**src/rtl/mem_ctrl_pkg.sv**
```systemverilog
// Shared types and defaults for the MEM-stage data-memory handshake controller.
package mem_ctrl_pkg;

  localparam int unsigned TIMEOUT_CYCLES_DEF = 15;
  localparam int unsigned WAIT_CNT_W         = 8;
  localparam int unsigned XLEN               = 32;

  typedef enum logic [1:0] {
    ST_IDLE = 2'd0,
    ST_WAIT = 2'd1,
    ST_DONE = 2'd2,
    ST_ERR  = 2'd3
  } state_e;

endpackage

```
**src/rtl/mem_wait_counter.sv**
```systemverilog
// Counts WAIT cycles without ack; flags the cycle whose increment reaches LIMIT.
module mem_wait_counter
  import mem_ctrl_pkg::*;
#(
  parameter int unsigned LIMIT = TIMEOUT_CYCLES_DEF
) (
  input  logic clk,
  input  logic rst_n,
  input  logic clr,
  input  logic en,
  output logic limit_hit_c
);

  logic [WAIT_CNT_W-1:0] cnt_q;
  logic [WAIT_CNT_W-1:0] cnt_d;

  always_comb begin
    cnt_d = cnt_q;
    if (clr) begin
      cnt_d = '0;
    end else if (en && (cnt_q != '1)) begin
      cnt_d = cnt_q + WAIT_CNT_W'(1);
    end
  end

  always_ff @(posedge clk) begin
    if (!rst_n) begin
      cnt_q <= '0;
    end else begin
      cnt_q <= cnt_d;
    end
  end

  // Hit on the WAIT cycle that would bring the count up to LIMIT.
  assign limit_hit_c = en && (cnt_q == WAIT_CNT_W'(LIMIT - 1));

endmodule

```
**src/rtl/mem_stage_ctrl.sv**
```systemverilog
// MEM-stage controller: issues one data-memory request per load/store and stalls
// the pipeline until ack, with a timeout that aborts into a one-cycle bubble.
module mem_stage_ctrl
  import mem_ctrl_pkg::*;
#(
  parameter int unsigned TIMEOUT_CYCLES = TIMEOUT_CYCLES_DEF
) (
  input  logic        clk,
  input  logic        rst_n,
  input  logic        mem_valid,
  input  logic        mem_wrenable,
  input  logic        mem_to_reg,
  input  logic [31:0] alu_res,
  input  logic [31:0] write_data,
  input  logic        dmem_ack,
  input  logic [31:0] dmem_rdata,
  output logic        dmem_req,
  output logic        dmem_we,
  output logic [31:0] dmem_addr,
  output logic [31:0] dmem_wdata,
  output logic        stall,
  output logic        bubble,
  output logic [31:0] load_data,
  output logic        load_valid,
  output logic        timeout_err,
  output logic [31:0] stall_cycles
);

  state_e            state_q, state_d;
  logic              dmem_req_q, dmem_req_d;
  logic              dmem_we_q, dmem_we_d;
  logic [XLEN-1:0]   dmem_addr_q, dmem_addr_d;
  logic [XLEN-1:0]   dmem_wdata_q, dmem_wdata_d;
  logic [XLEN-1:0]   load_data_q, load_data_d;
  logic              timeout_err_q, timeout_err_d;
  logic [XLEN-1:0]   stall_cycles_q, stall_cycles_d;

  logic access_c;
  logic cnt_clr_c;
  logic cnt_en_c;
  logic limit_hit_c;
  logic stall_c;
  logic bubble_c;
  logic load_valid_c;

  assign access_c  = mem_valid && (mem_wrenable || mem_to_reg);
  assign cnt_clr_c = (state_q == ST_IDLE) && access_c;
  assign cnt_en_c  = (state_q == ST_WAIT) && !dmem_ack;

  mem_wait_counter #(
    .LIMIT (TIMEOUT_CYCLES)
  ) u_wait_cnt (
    .clk         (clk),
    .rst_n       (rst_n),
    .clr         (cnt_clr_c),
    .en          (cnt_en_c),
    .limit_hit_c (limit_hit_c)
  );

  always_comb begin
    state_d        = state_q;
    dmem_we_d      = dmem_we_q;
    dmem_addr_d    = dmem_addr_q;
    dmem_wdata_d   = dmem_wdata_q;
    load_data_d    = load_data_q;
    timeout_err_d  = timeout_err_q;
    stall_c        = 1'b0;
    bubble_c       = 1'b0;
    load_valid_c   = 1'b0;

    unique case (state_q)
      ST_IDLE: begin
        if (access_c) begin
          state_d      = ST_WAIT;
          stall_c      = 1'b1;
          dmem_we_d    = mem_wrenable;
          dmem_addr_d  = alu_res;
          dmem_wdata_d = write_data;
        end
      end
      ST_WAIT: begin
        stall_c = 1'b1;
        // Ack beats a simultaneous timeout.
        if (dmem_ack) begin
          state_d = ST_DONE;
          if (!dmem_we_q) begin
            load_data_d = dmem_rdata;
          end
        end else if (limit_hit_c) begin
          state_d = ST_ERR;
        end
      end
      ST_DONE: begin
        load_valid_c = !dmem_we_q;
        state_d      = ST_IDLE;
      end
      ST_ERR: begin
        bubble_c      = 1'b1;
        timeout_err_d = 1'b1;
        state_d       = ST_IDLE;
      end
      default: state_d = ST_IDLE;
    endcase

    dmem_req_d = (state_d == ST_WAIT);

    if (!rst_n) begin
      stall_c      = 1'b0;
      bubble_c     = 1'b0;
      load_valid_c = 1'b0;
    end

    stall_cycles_d = stall_cycles_q;
    if (stall_c && (stall_cycles_q != '1)) begin
      stall_cycles_d = stall_cycles_q + XLEN'(1);
    end
  end

  always_ff @(posedge clk) begin
    if (!rst_n) begin
      state_q        <= ST_IDLE;
      dmem_req_q     <= 1'b0;
      dmem_we_q      <= 1'b0;
      dmem_addr_q    <= '0;
      dmem_wdata_q   <= '0;
      load_data_q    <= '0;
      timeout_err_q  <= 1'b0;
      stall_cycles_q <= '0;
    end else begin
      state_q        <= state_d;
      dmem_req_q     <= dmem_req_d;
      dmem_we_q      <= dmem_we_d;
      dmem_addr_q    <= dmem_addr_d;
      dmem_wdata_q   <= dmem_wdata_d;
      load_data_q    <= load_data_d;
      timeout_err_q  <= timeout_err_d;
      stall_cycles_q <= stall_cycles_d;
    end
  end

  assign dmem_req     = dmem_req_q;
  assign dmem_we      = dmem_we_q;
  assign dmem_addr    = dmem_addr_q;
  assign dmem_wdata   = dmem_wdata_q;
  assign load_data    = load_data_q;
  assign timeout_err  = timeout_err_q;
  assign stall_cycles = stall_cycles_q;
  assign stall        = stall_c;
  assign bubble       = bubble_c;
  assign load_valid   = load_valid_c;

endmodule
```
**config.mk**
```make
export PLATFORM = sky130hd
export DESIGN_NAME = mem_stage_ctrl
export DESIGN_NICKNAME = d
export VERILOG_FILES = /design/src/rtl/mem_ctrl_pkg.sv /design/src/rtl/mem_wait_counter.sv /design/src/rtl/mem_stage_ctrl.sv
export SDC_FILE = /design/constraint.sdc
export NUM_CORES = 1
export LEC_CHECK = 0
export BUFFER_PORTS_ARGS = -buffer_cell sky130_fd_sc_hd__buf_2
export CAP_MARGIN = 10
export CELL_PAD_IN_SITES_DETAIL_PLACEMENT = 0
export CELL_PAD_IN_SITES_GLOBAL_PLACEMENT = 2
export CORE_ASPECT_RATIO = 0.6
export CORE_UTILIZATION = 25
export CTS_CLUSTER_DIAMETER = 60
export DETAILED_ROUTE_END_ITERATION = 8
export GPL_ROUTABILITY_DRIVEN = 1
export GPL_TIMING_DRIVEN = 0
export PLACE_DENSITY = 0.81
export SETUP_SLACK_MARGIN = 0.5
export SLEW_MARGIN = 15
export SYNTH_ARGS = -nofsm -noshare
export SYNTH_HDL_FRONTEND = slang
export SYNTH_SLANG_ARGS = --single-unit
```
**constraint.sdc**
```tcl
create_clock -name clk -period 2.13 [get_ports clk]
set_input_delay 0.213 -clock clk [delete_from_list [all_inputs] [get_ports clk]]
set_output_delay 0.213 -clock clk [all_outputs]
set_load 0.005 [all_outputs]
```
==> results.json, run 1 <==
{
  "r2r-start": "stall_cycles[23]",
  "hold_class": "primary input to flop",
  "clk_latency_ns": 0.43,
  "final_nets": 1070,
  "synthDistinctLibCells": 54,
  "synth_edf_count": 0,
  "synth_top_family_by_area": "simple AND/OR/NAND/NOR gates",
  "place_congestion": 0.777,
  "firstDrtPassIters": 4,
  "path_class": "flop to flop",
  "io_pins": 236,
  "slowest_stage": "or4_2",
  "yosysSeqAreaShare": 0.506,
  "hold_path_depth": 3,
  "seqPwrFrac": 0.438,
  "status": "finished, final reports clean",
  "post-synth-top-area-cell": "dfxtp_1",
  "synthTopCellsByCount": "nand2_1, dfxtp_1, a21oi_1, clkbuf_1, o31ai_1",
  "clock_sink_count": 141,
  "async_flop_share": 0,
  "grt_pass1_wl_um": 31300,
  "slowest_delay_ns": 0.53,
  "holdPathEnd": "dmem_addr[15]",
  "yosysTopAreaCellShare": 0.506,
  "wl_per_cell_um": 16.1,
  "drt_wl_total_um": 20300,
  "layout-drive-gt1-share": 0.419,
  "hold_viol": 0,
  "synth_nets": 777,
  "grt_pass1_vias": 5511,
  "critPathBufInv": 2,
  "max_slew.worst_pin.slew_ns": 0.815,
  "path_delay_family": "simple AND/OR/NAND/NOR gates",
  "drv_cap": 0,
  "die-area_um2": 22900,
  "rr_endpoint": "stall_cycles[8]",
  "p_per_area_nw_per_um2": 742,
  "p_switching_mw": 1.59,
  "final_core_util": 0.399,
  "internal_power_mw": 4.77,
  "p_total_mw": 6.35,
  "final_max_slew_viol_count": 0,
  "setup_viol": 0,
  "vias_per_cell": 4.67,
  "grt_max_degree": 17,
  "dp_slack_ns": -0.245,
  "synth_compound_area_frac": 0.167,
  "min_period_over_period": 0.866,
  "cp_data_arrival_time_ns": 2.20,
  "fin_ws_ns": 0.285,
  "postSynthAreaPerCell_um2": 8.29,
  "netSwitchingFraction": 0.250,
  "dieHeight_um": 118,
  "clockRootBuffer": "clkbuf_16",
  "cts_tree": "yes",
  "reg2reg_slack_ns": 0.29,
  "pwr-share-comb": 0.102,
  "skew_ns": 0.0121,
  "numPortBuffers": 235,
  "remaining_drc_errors": 0,
  "num_rows": 41,
  "startpoint_type": "flop",
  "clockBufferDepth": 2,
  "grt_use_total": 0.176,
  "post-route-min-period_ns": 1.84,
  "yosys_register_bits": 141,
  "synthSimpleGateAreaFrac": 0.258,
  "worst-path-stages": 7,
  "clkPwrFrac": 0.460,
  "crit_path_cell_trace": "and4_1 -> nand2_4 -> nor3b_4 -> buf_6 -> buf_6 -> or4_2 -> a21oi_1",
  "dpl.hpwl_um": 14700,
  "rsz0062_at_grt": "true",
  "leakage_nw": 3.69,
  "synth_warnings": 0,
  "synth_xor_area_frac": 0.0110,
  "initial_core_util": 0.260,
  "relSlewSlack": 0.457,
  "timing.fmax_ghz": 0.542,
  "path_common_cell": "buf_6",
  "ir_drop_mv": 0.534,
  "synthMuxAreaShare": 0.00898,
  "crit_fanout": 6,
  "htreeDepth": 4,
  "synth_ff_type": "dfxtp_1",
  "worstSetupEndpointType": "flop",
  "hold_path_startpoint": "alu_res[15]",
  "die_w_um": 195,
  "required_ns": 2.48,
  "antenna_found_initial": 3,
  "synth.area.top_cells": "dfxtp_1, nand2_1, a21oi_1",
  "first_iter_violations": 201,
  "netlist_area_um2": 5570,
  "antenna_left": 0,
  "area_delta_synth_final_pct": 53.5,
  "cts_buffers": 17,
  "vias": 5893,
  "reg2regPathDepth": 7,
  "yosysMostFrequentCell": "nand2_1",
  "gr-total-overflow": 0,
  "clk_pin_slew_ns": 0.06,
  "yosys.area_share.adder": 0.00673,
  "synth_cells": 672,
  "core_area_um2": 21400
}
==> sequential cells by signal, indices dropped and copies added, names as in the netlist <==
register,cells
dmem_addr,32
dmem_wdata,32
load_data,32
stall_cycles,32
u_wait_cnt.cnt_q,8
state_q,2
dmem_req,1
dmem_we,1
timeout_err,1
==> worst register-to-register path: cells and delay by family (launching register included) <==
kind                   cells  cell delay (ns)
AO/OA/AOI/OAI              1             0.14
buffers and inverters      2             0.27
flip-flops                 1             0.39
AND/OR/NAND/NOR            4             0.98
==> layout make-up <==
class / count / area (um2)
tap: 279 / 349
clock buffer: 26 / 509
sequential: 141 / 2890
inverter: 7 / 38.8
clock inverter: 6 / 57.6
multi-input combinational: 483 / 2850
timing repair buffer: 274 / 1570
antenna: 4 / 10.0
fill: 2245 / 12900
buffer: 41 / 289
==> placed cells by master, fill, tap and decap left out, types with 7 or more instances in the layout <==
cell and count:
a21oi_1 119, buf_2 236, buf_4 31, buf_6 14, clkbuf_1 18, clkbuf_16 18
clkbuf_2 7, clkbuf_8 8, dfxtp_1 111, dfxtp_2 18, dfxtp_4 12, nand2_1 209
nand3_1 13, nand4_1 9, nor2_1 11, o21ai_0 8, o31ai_1 10, or3_1 9
or4_1 13
==> timing repair <==
| item | 4_1_cts | 5_1_grt |
|---|---|---|
| hold endpoints to repair | 1 | 0 |
| setup buffers | 21 | 15 |
| pin swaps | 20 | 22 |
| cloned | 1 | 1 |
| hold buffers | 1 | 0 |
| setup endpoints to repair | 125 | 122 |
| resized for setup | 81 | 73 |
==> per-stage QoR <==
step	setup TNS [ns]	cells	area, um2	hold WS (ns)
floorplan	0	672	5620	0.346
global placement	-4.37	1186	7140	0.436
detailed placement	-6.65	1186	7140	0.440
CTS	0	1241	8150	0.000521
global route	0	1257	8550	0.00949
finish	0	1261	8560	0.0234
==> power groups by stage <==
stage	Sequential (mW)	Combinational [mW]	Clock, mW
after floorplan	2.86	0.255	0
after global placement	2.85	0.582	0
after detailed placement	2.85	0.582	0
after CTS	2.79	0.635	3.01
after global routing	2.80	0.725	3.14
final	2.78	0.649	2.92
==> routing by layer <==
metal,track usage,vias up,wire (um)
li1,-,2940,-
met1,0.255,2761,10200
met2,0.239,177,8210
met3,0.0656,15,1660
met4,0.0522,0,162
met5,0,-,0
==> how the worst max path moves through the flow <==
stage	start	endpoint	slack, ns
after global placement	state_q[1]	load_data[24]	-0.18
final	stall_cycles[23]	stall_cycles[8]	0.29
after detailed placement	state_q[1]	load_data[27]	-0.25
after floorplan	stall_cycles[1]	stall_cycles[16]	0.40
after CTS	stall_cycles[1]	stall_cycles[24]	0.27
after global routing	stall_cycles[12]	stall_cycles[14]	0.19
==> logic make-up after synthesis <==
family / after synthesis
buf+inv: 48
mux: 5
fa+ha+maj: 3
flops: 141
xor+xnor: 7
compound gates: 163
simple gates: 305
Power figures use the tool's default switching activity.
==> inputs of run 2 (changes only) <==
--- a/config.mk
+++ b/config.mk
@@ -5,7 +5,7 @@
 export SDC_FILE = /design/constraint.sdc
 export NUM_CORES = 1
 export LEC_CHECK = 0
-export BUFFER_PORTS_ARGS = -buffer_cell sky130_fd_sc_hd__buf_2
+export BUFFER_PORTS_ARGS = -buffer_cell sky130_fd_sc_hd__clkbuf_2
 export CAP_MARGIN = 10
 export CELL_PAD_IN_SITES_DETAIL_PLACEMENT = 0
 export CELL_PAD_IN_SITES_GLOBAL_PLACEMENT = 2
==> results.json, run 2 (synthesis gave the netlist of run 1 again) <==
{
  "final_core_util": 0.445,
  "path_class": "flop to flop",
  "startpoint_type": "flop",
  "fin_ws_ns": 0.208,
  "clk_latency_ns": 0.43,
  "mostFrequentLayoutCells": "clkbuf_2, nand2_1, dfxtp_1",
  "skew_ns": 0.0148,
  "reg2regPathDepth": 7,
  "die_w_um": 195,
  "required_ns": 2.49,
  "final_nets": 1161,
  "remaining_drc_errors": 0,
  "place_congestion": 0.788,
  "drt_wl_total_um": 21600,
  "drv_cap": 0,
  "area_delta_synth_final_pct": 71.2,
  "grt_pass1_vias": 6102,
  "min_period_over_period": 0.903,
  "final_common_cell": "clkbuf_2",
  "leakage_nw": 4.02,
  "hold_path_depth": 3,
  "fin_hold_ws_ns": 0.0214,
  "firstDrtPassIters": 4,
  "clk_pin_slew_ns": 0.06,
  "antenna_found_initial": 1,
  "crit_fanout": 6,
  "vias_per_cell": 4.58,
  "antenna_left": 0,
  "layout-drive-gt1-share": 0.415,
  "hold_class": "primary input to flop",
  "status": "finished, final reports clean",
  "io_pins": 236,
  "fin_area_um2": 9540,
  "clockRootBuffer": "clkbuf_16",
  "slowest_stage": "or4_4",
  "post-route-min-period_ns": 1.92,
  "slowest_delay_ns": 0.51,
  "dieHeight_um": 118,
  "max_slew.worst_pin.slew_ns": 0.885,
  "rsz0062_at_grt": "true",
  "wl_per_cell_um": 16.1,
  "crit_path_cell_trace": "nand4_1 -> buf_6 -> buf_4 -> nor3_4 -> nand3_2 -> or4_4 -> a21oi_2",
  "place_area_um2": 7140,
  "relSlewSlack": 0.410,
  "ir_drop_mv": 0.535,
  "gr-total-overflow": 0,
  "cp_data_arrival_time_ns": 2.28,
  "antenna_cells": 0,
  "timing.fmax_ghz": 0.520,
  "dp_slack_ns": -0.208,
  "numPortBuffers": 235,
  "dpl.hpwl_um": 14700,
  "core_area_um2": 21400,
  "worstSetupEndpointType": "flop",
  "fill_cells": 2205,
  "setup_viol": 0,
  "grt_max_degree": 17,
  "clockBufferDepth": 2,
  "vias": 6180,
  "initial_core_util": 0.260,
  "grt_use_total": 0.186,
  "final_max_slew_viol_count": 0,
  "p_per_area_nw_per_um2": 676,
  "htreeDepth": 4,
  "die-area_um2": 22900,
  "first_iter_violations": 237,
  "clock_sink_count": 141,
  "grt_pass1_wl_um": 33400,
  "hold_viol": 0,
  "cts_buffers": 17,
  "num_rows": 41,
  "cts_tree": "yes"
}
-- run 2: cell types whose count changed in the layout (fill, tap and decap cells not counted), moves of 4 or more --
cell and change:
dfxtp_2 -5, dlygate4sd3_1 +76, buf_2 -231, clkbuf_8 -5, a21oi_1 -11, clkbuf_1 -6, diode_2 -4, a21oi_2 +11
or4_1 -7, buf_6 -5, or4_4 +8, clkbuf_2 +232, buf_4 +17, buf_12 +4
-- run 2: per-layer routing --
layer / global-route usage / wire [um] / vias up
li1: - / - / 3111
met1: 0.260 / 10400 / 2862
met2: 0.272 / 9220 / 199
met3: 0.0645 / 1880 / 8
met4: 0.0418 / 121 / 0
met5: 0 / 0 / -
-- run 2: area by class of cell --
cell class              instances  area, um2  area share
multi-input cells             484       2940       0.309
flip-flops and latches        141       2900       0.303
repair buffers                364       2470       0.259
clock buffers                  18        429      0.0450
well taps                     279        349      0.0366
plain buffers                  41        290      0.0304
clock inverters                14        128      0.0134
inverters                       7       38.8     0.00406
-- run 2: timing repair --
item,4_1_cts,5_1_grt
resized for setup,90,98
gates cloned,1,2
hold endpoints to repair,77,0
endpoints found under the setup margin,119,128
pin swaps,39,24
hold buffers,77,0
buffers inserted,35,15
-- run 2: metrics by stage --
stage               instances  setup TNS, ns  power (mW)
finish                   1348              0        6.45
global route             1348              0        6.74
CTS                      1331              0        6.51
detailed placement       1186          -5.44        3.44
global placement         1186          -6.13        3.44
floorplan                 672              0        3.12
-- run 2: worst max-delay path: cells and delay by family, from the launching register on --
kind	cells	cell delay, ns
compound gates	1	0.14
buf+inv	2	0.28
flops	1	0.37
simple gates	4	1.06
-- run 2: where the power goes --
group | switching, mW | internal [mW]
Sequential | 0.0588 | 2.72
Clock | 1.20 | 1.70
Combinational | 0.394 | 0.374
Total | 1.65 | 4.80
-- run 2: worst paths after layout --
kind                                  startpoint          endpoint  slack, ns
worst min-delay path              write_data[12]    dmem_wdata[12]       0.02
worst max register to register  stall_cycles[12]  stall_cycles[23]       0.21
worst min register to register     load_data[18]     load_data[18]       0.45
worst max-delay path            stall_cycles[12]  stall_cycles[23]       0.21
==> inputs of run 3 (changes only) <==
--- a/config.mk
+++ b/config.mk
@@ -5,6 +5,7 @@
 export SDC_FILE = /design/constraint.sdc
 export NUM_CORES = 1
 export LEC_CHECK = 0
+export ABC_AREA = 1
 export BUFFER_PORTS_ARGS = -buffer_cell sky130_fd_sc_hd__clkbuf_2
 export CAP_MARGIN = 10
 export CELL_PAD_IN_SITES_DETAIL_PLACEMENT = 0
@@ -15,7 +16,7 @@
 export DETAILED_ROUTE_END_ITERATION = 8
 export GPL_ROUTABILITY_DRIVEN = 1
 export GPL_TIMING_DRIVEN = 0
-export PLACE_DENSITY = 0.81
+export PLACE_DENSITY = 0.83
 export SETUP_SLACK_MARGIN = 0.5
 export SLEW_MARGIN = 15
 export SYNTH_ARGS = -nofsm -noshare
==> results.json, run 3 <==
{
  "final_common_cell": "clkbuf_2",
  "htreeDepth": 4,
  "synthSimpleGateAreaFrac": 0.238,
  "cts_buffers": 17,
  "num_rows": 44,
  "fin_hold_ws_ns": 0.0273,
  "clock_sink_count": 141,
  "path_delay_family": "flip-flops",
  "slowest_delay_ns": 0.37,
  "clk_pin_slew_ns": 0.06,
  "vias_per_cell": 4.32,
  "vias": 6563,
  "die_w_um": 205,
  "synth.area.top_cells": "dfxtp_1, nand2_1, o21ai_0",
  "synth_compound_area_frac": 0.177,
  "antenna_cells": 0,
  "clockBufferDepth": 2,
  "synth_top_family_by_area": "simple AND/OR/NAND/NOR gates",
  "finalSetupTns_ns": 0,
  "startpoint_type": "flop",
  "rsz0062_at_grt": "true",
  "clockRootBuffer": "clkbuf_16",
  "worstSetupEndpointType": "output pin",
  "relSlewSlack": 0.502,
  "numPortBuffers": 234,
  "synth_cells": 862,
  "firstDrtPassIters": 5,
  "post-route-min-period_ns": 1.66,
  "drt_wl_total_um": 22500,
  "area_delta_synth_final_pct": 53.9,
  "layout-drive-gt1-share": 0.393,
  "drv_cap": 0,
  "critPathBufInv": 4,
  "skew_ns": 0.00430,
  "grt_use_total": 0.177,
  "yosys.area_share.adder": 0.00609,
  "core_area_um2": 24200,
  "initial_core_util": 0.255,
  "final_max_slew_viol_count": 0,
  "wl_per_cell_um": 14.8,
  "dieHeight_um": 124,
  "cp_data_arrival_time_ns": 1.45,
  "async_flop_share": 0,
  "final_core_util": 0.392,
  "postSynthAreaPerCell_um2": 7.15,
  "fill_cells": 2543,
  "status": "finished, final reports clean",
  "final_nets": 1290,
  "hold_class": "primary input to flop",
  "synthTopCellsByCount": "nand2_1, nor2_1, dfxtp_1, inv_1, o21ai_0",
  "path_class": "flop to output pin",
  "setup_viol": 0,
  "setup.worst_path.start": "state_q[0]",
  "crit_fanout": 8,
  "fin_ws_ns": 0.470,
  "remaining_drc_errors": 0,
  "yosysMostFrequentCell": "nand2_1",
  "mostFrequentLayoutCells": "clkbuf_2, nand2_1, nor2_1",
  "place_area_um2": 7740,
  "dp_slack_ns": -0.182,
  "grt_pass1_wl_um": 33900,
  "yosysSeqAreaShare": 0.458,
  "clk_latency_ns": 0.42,
  "yosys_register_bits": 141,
  "io_pins": 236,
  "place_congestion": 0.824,
  "synth_ff_type": "dfxtp_1",
  "synth_warnings": 0,
  "synthDistinctLibCells": 29,
  "dpl.hpwl_um": 16300,
  "synthMuxAreaShare": 0,
  "dp_cells": 1418,
  "leakage_nw": 4.23,
  "antenna_left": 0,
  "r2r-start": "stall_cycles[0]",
  "ir_drop_mv": 0.405,
  "critPathCapture": "stall",
  "p_per_area_nw_per_um2": 694,
  "max_slew.worst_pin.slew_ns": 0.746,
  "timing.fmax_ghz": 0.602,
  "min_period_over_period": 0.780,
  "synth_edf_count": 0,
  "grt_pass1_vias": 6060,
  "required_ns": 1.92,
  "yosysTopAreaCellShare": 0.458,
  "synth_nets": 967,
  "synth_xor_area_frac": 0.0213,
  "first_iter_violations": 421,
  "reg2reg_slack_ns": 0.49,
  "crit_path_cell_trace": "inv_2 -> nor2_4 -> inv_2 -> a21oi_4 -> buf_6 -> buf_6",
  "fin_cells": 1519,
  "post-synth-top-area-cell": "dfxtp_1",
  "slowest_stage": "dfxtp_4",
  "worst-path-stages": 6,
  "p_total_mw": 6.58,
  "reg2regPathDepth": 12,
  "hold_viol": 0,
  "rr_endpoint": "stall_cycles[27]",
  "gr-total-overflow": 0,
  "die-area_um2": 25300,
  "grt_max_degree": 17,
  "antenna_found_initial": 0,
  "cts_tree": "yes",
  "fin_area_um2": 9480,
  "netlist_area_um2": 6160
}
[run 3: area by class of cell]
cell class	instances	area, um2	share of cell area
timing repair buffer	303	1870	0.197
clock buffer	20	457	0.0482
sequential	141	2930	0.309
multi-input combinational	571	3010	0.317
inverter	109	424	0.0447
buffer	41	293	0.0309
timing repair inverter	1	5.00	0.000528
tap	322	403	0.0425
clock inverter	11	95.1	0.0100
[run 3: routing by layer]
metal / part of all wire / routed length, um / global-route usage
met3: 0.094 / 2110 / 0.0612
met2: 0.39 / 8770 / 0.246
met1: 0.51 / 11400 / 0.255
met5: 0 / 0 / 0
met4: 0.0099 / 223 / 0.0480
[run 3: kinds of logic after synthesis]
family	Yosys count
xor gates and xnor gates	15
and+or+nand+nor	351
buffers and inverters	150
adders and majority gates	3
DFF	141
AOI/OAI and AO/OA	202
[run 3: report_power, final]
part           switching, mW  internal, mW
logic                  0.470         0.427
clock network           1.19          1.65
registers             0.0819          2.76
[run 3: worst min-delay path by stage]
stage | startpoint | end | cells past startpoint
detailed placement | dmem_addr[3] | dmem_addr[3] | 2
finish | dmem_rdata[11] | load_data[11] | 3
floorplan | dmem_rdata[0] | load_data[0] | 2
CTS | dmem_rdata[5] | load_data[5] | 3
global route | dmem_rdata[11] | load_data[11] | 3
global placement | dmem_wdata[0] | dmem_wdata[0] | 2
[run 3: what timing repair did]
action,CTS,global route
buffers inserted,31,11
hold endpoints to repair,22,0
gates resized for setup,124,86
cloned,2,4
hold buffers,22,0
endpoints found under the setup margin,143,83
pin swaps,18,22
[run 3: worst reg2reg max path, stage by stage, from the launching register on]
cell	delay [ns]
dfxtp_4	0.36
ha_4	0.16
inv_4	0.05
nor2_4	0.11
nand2_4	0.09
nor2_8	0.15
nand2_8	0.08
nand2_8	0.09
buf_6	0.11
inv_8	0.06
clkbuf_16	0.17
nand2_2	0.07
a21oi_2	0.04
